[src/rtl/fifo_pkg.sv]
// Shared defaults and pointer helpers for the flexible synchronous FIFO.
package fifo_pkg;

  localparam int DEF_DATA_W   = 32;
  localparam int DEF_DEPTH    = 4;
  localparam int DEF_AE_LEVEL = 1;

  // Pointer width for a DEPTH-entry ring; at least one bit.
  function automatic int ptr_w(input int depth);
    return (depth > 1) ? $clog2(depth) : 1;
  endfunction

  // Ring increment that wraps DEPTH-1 -> 0, so DEPTH need not be a power of two.
  function automatic int wrap_inc(input int ptr, input int depth);
    return (ptr == depth - 1) ? 0 : ptr + 1;
  endfunction

endpackage

[src/rtl/fifo_wrap_ptr.sv]
// Modulo-DEPTH pointer: clears on reset or clr, advances on inc.
module fifo_wrap_ptr
  import fifo_pkg::*;
#(
  parameter int DEPTH = DEF_DEPTH,
  localparam int PTR_W = ptr_w(DEPTH)
) (
  input  logic             clk,
  input  logic             reset,
  input  logic             clr,
  input  logic             inc,
  output logic [PTR_W-1:0] ptr
);

  // Pointer register; reset and clr win over an increment in the same cycle.
  always_ff @(posedge clk) begin
    if (reset || clr) ptr <= '0;
    else if (inc)     ptr <= PTR_W'(wrap_inc(int'(ptr), DEPTH));
  end

endmodule

[src/rtl/sync_fifo_flex.sv]
// Synchronous show-ahead FIFO, any DEPTH >= 2, with occupancy count and
// almost-full/almost-empty flags. Define SYNC_FIFO_WATERMARK_EN to add the
// max_level peak-occupancy output.
module sync_fifo_flex
  import fifo_pkg::*;
#(
  parameter int DATA_W   = DEF_DATA_W,
  parameter int DEPTH    = DEF_DEPTH,
  parameter int AF_LEVEL = DEPTH - 1,
  parameter int AE_LEVEL = DEF_AE_LEVEL,
  localparam int CNT_W   = $clog2(DEPTH + 1)
) (
  input  logic              clk,
  input  logic              reset,
  input  logic              flush,
  input  logic              s_valid,
  output logic              s_ready,
  input  logic [DATA_W-1:0] s_data,
  output logic              m_valid,
  input  logic              m_ready,
  output logic [DATA_W-1:0] m_data,
`ifdef SYNC_FIFO_WATERMARK_EN
  output logic [CNT_W-1:0]  max_level,
`endif
  output logic [CNT_W-1:0]  count,
  output logic              almost_full,
  output logic              almost_empty
);

  localparam int PTR_W = ptr_w(DEPTH);
  localparam logic [CNT_W-1:0] FULL_C = CNT_W'(DEPTH);
  localparam logic [CNT_W-1:0] AF_C   = CNT_W'(AF_LEVEL);
  localparam logic [CNT_W-1:0] AE_C   = CNT_W'(AE_LEVEL);

  logic [DEPTH-1:0][DATA_W-1:0] mem;
  logic [PTR_W-1:0]             wr_ptr, rd_ptr;
  logic                         wr_en, rd_en;
  logic [CNT_W-1:0]             count_next;

  // Ready/valid come only from the registered count, so a full FIFO refuses
  // a write even while a read drains it in the same cycle (and vice versa).
  assign s_ready = (count != FULL_C);
  assign m_valid = (count != '0);
  assign wr_en   = s_valid & s_ready;
  assign rd_en   = m_valid & m_ready;

  assign m_data       = mem[rd_ptr];
  assign almost_full  = (count >= AF_C);
  assign almost_empty = (count <= AE_C);

  fifo_wrap_ptr #(.DEPTH(DEPTH)) u_wr_ptr (
    .clk   (clk),
    .reset (reset),
    .clr   (flush),
    .inc   (wr_en),
    .ptr   (wr_ptr)
  );

  fifo_wrap_ptr #(.DEPTH(DEPTH)) u_rd_ptr (
    .clk   (clk),
    .reset (reset),
    .clr   (flush),
    .inc   (rd_en),
    .ptr   (rd_ptr)
  );

  // Occupancy after this cycle's handshakes; a simultaneous write and read cancel.
  always_comb begin
    count_next = count;
    if (wr_en && !rd_en)      count_next = count + CNT_W'(1);
    else if (rd_en && !wr_en) count_next = count - CNT_W'(1);
  end

  // Storage write; contents are never cleared, only the pointers are.
  always_ff @(posedge clk) begin
    if (wr_en && !reset && !flush) mem[wr_ptr] <= s_data;
  end

  // Occupancy register; reset and flush discard everything.
  always_ff @(posedge clk) begin
    if (reset || flush) count <= '0;
    else                count <= count_next;
  end

`ifdef SYNC_FIFO_WATERMARK_EN
  // Peak occupancy since the last reset or flush.
  always_ff @(posedge clk) begin
    if (reset || flush)            max_level <= '0;
    else if (count_next > max_level) max_level <= count_next;
  end
`endif

endmodule

[config.mk]
export PLATFORM = sky130hd
export DESIGN_NAME = sync_fifo_flex
export DESIGN_NICKNAME = d
export VERILOG_FILES = /design/src/rtl/fifo_pkg.sv /design/src/rtl/fifo_wrap_ptr.sv /design/src/rtl/sync_fifo_flex.sv
export SDC_FILE = /design/constraint.sdc
export NUM_CORES = 1
export LEC_CHECK = 0
export ABC_AREA = 1
export BUFFER_PORTS_ARGS = -buffer_cell sky130_fd_sc_hd__buf_2
export CORE_MARGIN = 2
export CORE_UTILIZATION = 35
export DETAILED_ROUTE_END_ITERATION = 10
export HOLD_SLACK_MARGIN = 0.15
export PLACE_DENSITY = 0.51
export REMOVE_ABC_BUFFERS = 1
export SETUP_SLACK_MARGIN = 0.02
export SLEW_MARGIN = 20
export SYNTH_ARGS = -nofsm -noshare
export SYNTH_HDL_FRONTEND = slang
export SYNTH_SLANG_ARGS = --single-unit
[constraint.sdc]
create_clock -name clk -period 8 [get_ports clk]
set_input_delay 1.6 -clock clk [delete_from_list [all_inputs] [get_ports clk]]
set_output_delay 1.6 -clock clk [all_outputs]
set_load 0.02 [all_outputs]
# Word-level counts from Yosys, hierarchy flattened
# Index checks and enable logic that the tools add are counted.
# totals
inputBits	37
out_inout_bits	39
elab_cells	42
ff_bits	135
# classes
n_reduce_logical	12
n_lt_le_gt_ge	5
n_addsub	4
bitwise	2
eq_ne	3
n_mux	9
# op_table
op	count
bitwise mux 128 bit	1
binary-select mux 32 bit (select 2 bit)	1
demux 32 bit (select 2 bit)	1
2-to-1 mux 32 bit	2
< comparator 2 x 3 -> 1 bit (second input constant)	2
2-to-1 mux 3 bit	2
logical AND 1 bit	5
adder 2 x 1 -> 2 bit (second input constant)	2
== test 2 x 1 -> 1 bit (second input constant)	2
logical NOT 1 bit	4
2-to-1 mux 2 bit	2
adder 3 x 1 -> 3 bit (second input constant)	1
greater-or-equal comparator 3 x 2 -> 1 bit (second input constant)	1
less-or-equal comparator 3 x 1 -> 1 bit (second input constant)	1
!= test 3 bit (second input constant)	1
nonzero test 3 bit	1
subtractor 3 x 1 -> 3 bit (second input constant)	1
AND 1 bit	2
greater-or-equal comparator 2 x 1 -> 1 bit (second input constant)	1
nonzero test 2 bit	1
logical OR 1 bit	1

# Longest topological paths before layout
# depth
ltp_word	6
ltp_mapped	10
mapped_depth_nobuf	10

# Hierarchy
# A second synthesis with hierarchy kept.
# hier_totals
hier_cells	449
area_unflattened_um2	5560.3
# modules_own_cells
mod	cells_each	instances	seq_area_each_um2	area_per_inst_um2
sync_fifo_flex	421	1	3903.7	5365.1
fifo_wrap_ptr	14	2	40.0	97.6

# Worst setup path before layout
# OpenSTA, ideal clock, no wires.
# synth_timing
path_type	input to register
from	in reset
to	reg mem[0] in the netlist's numbering (enable)
path_stages	3
arrival_ns	3.390
setup_ns	0.421
n_path_buf	0
slack_ns	4.189
t_required_ns	7.579
cell_sequence	nor2_1 > nand2_1 > nor2_1
# synth_between
elab_chain_cells	3
# synth_lines
element	line	source
from (decl)	sync_fifo_flex.sv:14	input logic reset,
logical NOT 1 bit	sync_fifo_flex.sv:76	if (wr_en && !reset && !flush) mem[wr_ptr] <= s_data;
logical AND 1 bit (2 in series)	sync_fifo_flex.sv:76	
to (signal, indexed assignment)	sync_fifo_flex.sv:76	
to (decl)	sync_fifo_flex.sv:35	logic [DEPTH-1:0][DATA_W-1:0] mem;
# Every way passes these cells.
# A chain may end at the register's enable or synchronous reset.

# Worst setup path in the final report
# layout_timing
from	reg u_rd_ptr.ptr[1]
to	out m_data[21]
# layout_between
elab_chain_cells	2
# layout_lines
element	line	source
from (decl)	fifo_wrap_ptr.sv:12	output logic [PTR_W-1:0] ptr
from (signal assigned)	fifo_wrap_ptr.sv:18	else if (inc) ptr <= PTR_W'(wrap_inc(int'(ptr), DEPTH));
binary-select mux 32 bit (select 2 bit)	sync_fifo_flex.sv:47	assign m_data = mem[rd_ptr];
2-to-1 mux 32 bit (not written as such)	sync_fifo_flex.sv:47	
to (decl)	sync_fifo_flex.sv:21	output logic [DATA_W-1:0] m_data,
# Every way passes these cells. The select of a mux whose other input is x is not followed.

==> results.md <==
* Run status: completed
* Power per cell area at 246.2 nW/um^2
* CTS tree: yes
* Worst min path class: flip-flop to flip-flop
* Slowest cell on crit path: clkinv_2
* Final Cycle Share at 0.4794
* Routed WL at roughly 11 mm
* Tot GR Track Use at 0.1365
* Adder-Cell Fraction of Synth Area at 0.02574
* Worst Path Arrival at ~2200 ps
* Post-Syn Area at roughly 5300 um^2
* Flop2flop setup slack at 5480 ps
* Worst skew pair latency at between 400 and 500 ps
* Final Total Pwr at roughly 1600 uW
* Kind of start point of the critical path: flip-flop
* Synth Area in Compound Gates at 0.1002
* R2R Path End: mem[113]$_DFFE_PP_
* Clock Pin Slew Worst Setup and Hold Paths at 60 ps
* Vias per cell at approximately 4.7
* Drt first pass iters at 4
* Crit-path max FO at between 60 and 70
* Post-CTS Resized at 0
* Die area at 16280 um^2
* Clock Path Buffers at 2
* Crit path time final at 3835 ps
* Fmax at 260.7 MHz
* FF-to-FF Start: count[0]$_SDFFE_PP0P_
* First-pass GRT wire length at 16.87 mm
* Hold WS at 533.8 ps
* Total leakage power at 0.002330 uW
* Grt ovf at 0
* Register area share after synthesis at 0.7451
* Pin count of the biggest net entering global routing at 67
* Crit. End Element: output pin
* Largest family of logic cells by synthesized area: compound AO/OA/AOI/OAI gates
* Type of the worst setup path: flip-flop to output pin
* Switching share of power at 0.2280
* Die H at around 130 um
* Placer Congestion at just under 0.8
* RSZ-0062 raised after global routing: no
* Psw at between 300 and 400 uW
* Max cap viols at 0
* Required time of the critical path at 6400 ps
* Postcts setup bufs at 0
* Critical path's largest stage delay at slightly below 700 ps
* Initial DRC Count at 378
* Sequential Power Share at 0.502
* Worst Reg2Reg Path Length in Cells at 7
* Cell internal pwr at approximately 1200 uW
* Synth warn at 0
* Hold-fix buffers at CTS at 0
* Root buffer cell: clkbuf_16
* Slew Limit Fails at 0
* Multiplexer area fraction after synthesis at 0
* Critical-path cell list: clkinv_2, nor2_1, o21ai_0, o21ai_1, buf_2
* Number of cell rows at 45
* Dpl hpwl at slightly below 6 mm
* Setup TNS at 0 ps
* Final number of setup-violating endpoints at 0
* I/O pin cnt at 76
* Clock skew at approximately 11 ps
* Max VDD drop at approximately 0.14 mV
* Initial antenna violation count at 3
* Max_slew headroom at 0.3410
* Final Hold Fails at 0
* XOR/XNOR Fraction of Synth Area at 0.001638
* Critical Path End: m_data[21]
* Chip width at between 100 and 150 um
* Number of global-route vias before repair at around 3200
* I/O Buffers at 75
* Routed wire length per instance at ~15 um
* H-Tree Depth at 4
* Post-route DRC at 0
* ANT nets after route at 0
* Post-Synth Simple-Gate Area at 0.09150
* Post-synth cell types at 20
* Clock Power Share at 0.406
* Syn avg cell area at about 13 um^2
* CTS Sinks at around 140
* Worst-Margin Slew at 986.1 ps
* Worst Setup SP: u_rd_ptr.ptr[1]$_SDFFE_PP0P_
* Layout area overhead at 19.68%
* Vias at between 3000 and 4000
* Synth Instances at 420
* Gate power share at 0.091
* Share of layout cells above drive strength 1 at 0.2087
* Starting density of the core at 0.3543
* Nets at 545
* CTS Buf Count at 17
* Core area at around 15000 um^2
* Seq cells post-synth at around 140
==> critical path: cells and delay by family (launching register included) <==
kind | cells | cell delay (ps)
DFF | 1 | 380
and+or+nand+nor | 1 | 270
buffers and inverters | 2 | 870
AOI/OAI and AO/OA | 2 | 280
==> cell families (layout without fill, tap and decap cells) <==
family | after synthesis | in the layout
AND/OR/NAND/NOR | 129 | 129
buffers and inverters | 38 | 126
flip-flops | 135 | 135
other | 0 | 2
XOR/XNOR | 1 | 1
AO/OA/AOI/OAI | 106 | 106
adder cells (fa/ha/maj) | 11 | 11
==> Yosys cell counts <==
cell,number,area share
buf_4,3,0.0042
a21boi_1,1,0.0014
ha_1,11,0.026
edfxtp_1,128,0.72
nand3b_1,1,0.0014
inv_2,1,0.00070
o21a_1,1,0.0014
nand2_1,13,0.0091
clkinv_2,1,0.00094
nor2_1,114,0.080
buf_6,3,0.0063
dfxtp_1,7,0.026
xor2_1,1,0.0016
clkbuf_1,3,0.0021
o21ai_1,63,0.059
nand3_1,1,0.00094
inv_1,16,0.011
o21ai_0,38,0.036
buf_2,11,0.010
a21oi_1,3,0.0028
==> cell usage in the layout, fill, tap and decap left out, types with 2 or more instances in the layout <==
cell / instances
a21oi_1: 3
buf_12: 2
buf_2: 75
clkbuf_1: 5
clkbuf_16: 17
clkinv_1: 4
clkinv_2: 6
dfxtp_1: 6
diode_2: 2
edfxtp_1: 128
ha_1: 11
inv_1: 16
nand2_1: 13
nor2_1: 110
nor2_4: 4
o21ai_0: 38
o21ai_1: 63
==> state kept, by name (all words and copies together) (netlist names) <==
name,flops
mem,128
u_rd_ptr.ptr,2
count,3
u_wr_ptr.ptr,2
==> metrics by stage <==
| step | cell area (um^2) | worst slack [ps] | instances | util |
|---|---|---|---|---|
| after floorplan | 5224 | 3891 | 400 | - |
| after global placement | 5873 | 4326 | 664 | 0.3892 |
| after detailed placement | 5873 | 4260 | 664 | 0.3892 |
| after CTS | 6352 | 4080 | 694 | 0.4210 |
| after global routing | 6394 | 3878 | 696 | 0.4237 |
| final | 6399 | 4165 | 698 | 0.4240 |
==> layout make-up <==
type | instances | area [um^2]
fill | 1422 | 8691
sequential | 135 | 3985
multi-input combinational | 247 | 1201
clock buffer | 22 | 444.2
timing repair buffer | 78 | 422.9
tap | 188 | 235.2
inverter | 18 | 70.07
clock inverter | 8 | 35.03
antenna | 2 | 5.005
==> how the worst min path moves through the flow <==
stage | start | to | slack [ps] | cells past startpoint
2_1_floorplan | u_rd_ptr.ptr[1]$_SDFFE_PP0P_ | u_rd_ptr.ptr[1]$_SDFFE_PP0P_ | 500 | 2
3_3_place_gp | u_rd_ptr.ptr[1]$_SDFFE_PP0P_ | u_rd_ptr.ptr[1]$_SDFFE_PP0P_ | 510 | 2
3_5_place_dp | u_rd_ptr.ptr[1]$_SDFFE_PP0P_ | u_rd_ptr.ptr[1]$_SDFFE_PP0P_ | 520 | 2
4_1_cts | u_rd_ptr.ptr[1]$_SDFFE_PP0P_ | u_rd_ptr.ptr[1]$_SDFFE_PP0P_ | 530 | 2
5_1_grt | u_wr_ptr.ptr[1]$_SDFFE_PP0P_ | u_wr_ptr.ptr[1]$_SDFFE_PP0P_ | 580 | 2
6_report | u_rd_ptr.ptr[1]$_SDFFE_PP0P_ | u_rd_ptr.ptr[1]$_SDFFE_PP0P_ | 530 | 2
==> layer usage <==
| layer | part of all wire | track usage | up-vias |
|---|---|---|---|
| met5 | 0.00066 | 0 | - |
| met4 | 0.0085 | 0.05624 | 2 |
| met3 | 0.058 | 0.04858 | 10 |
| met2 | 0.47 | 0.2079 | 77 |
| met1 | 0.47 | 0.1782 | 1537 |
| li1 | - | - | 1638 |
==> power groups by stage <==
| stage | clock (uW) | sequential (uW) | combinational (uW) |
|---|---|---|---|
| floorplan | 0 | 810 | 81.8 |
| global placement | 0 | 805 | 142 |
| detailed placement | 0 | 805 | 145 |
| CTS | 655 | 791 | 145 |
| global route | 692 | 791 | 162 |
| finish | 640 | 791 | 144 |
No activity file was read; power rests on OpenSTA's default activity.
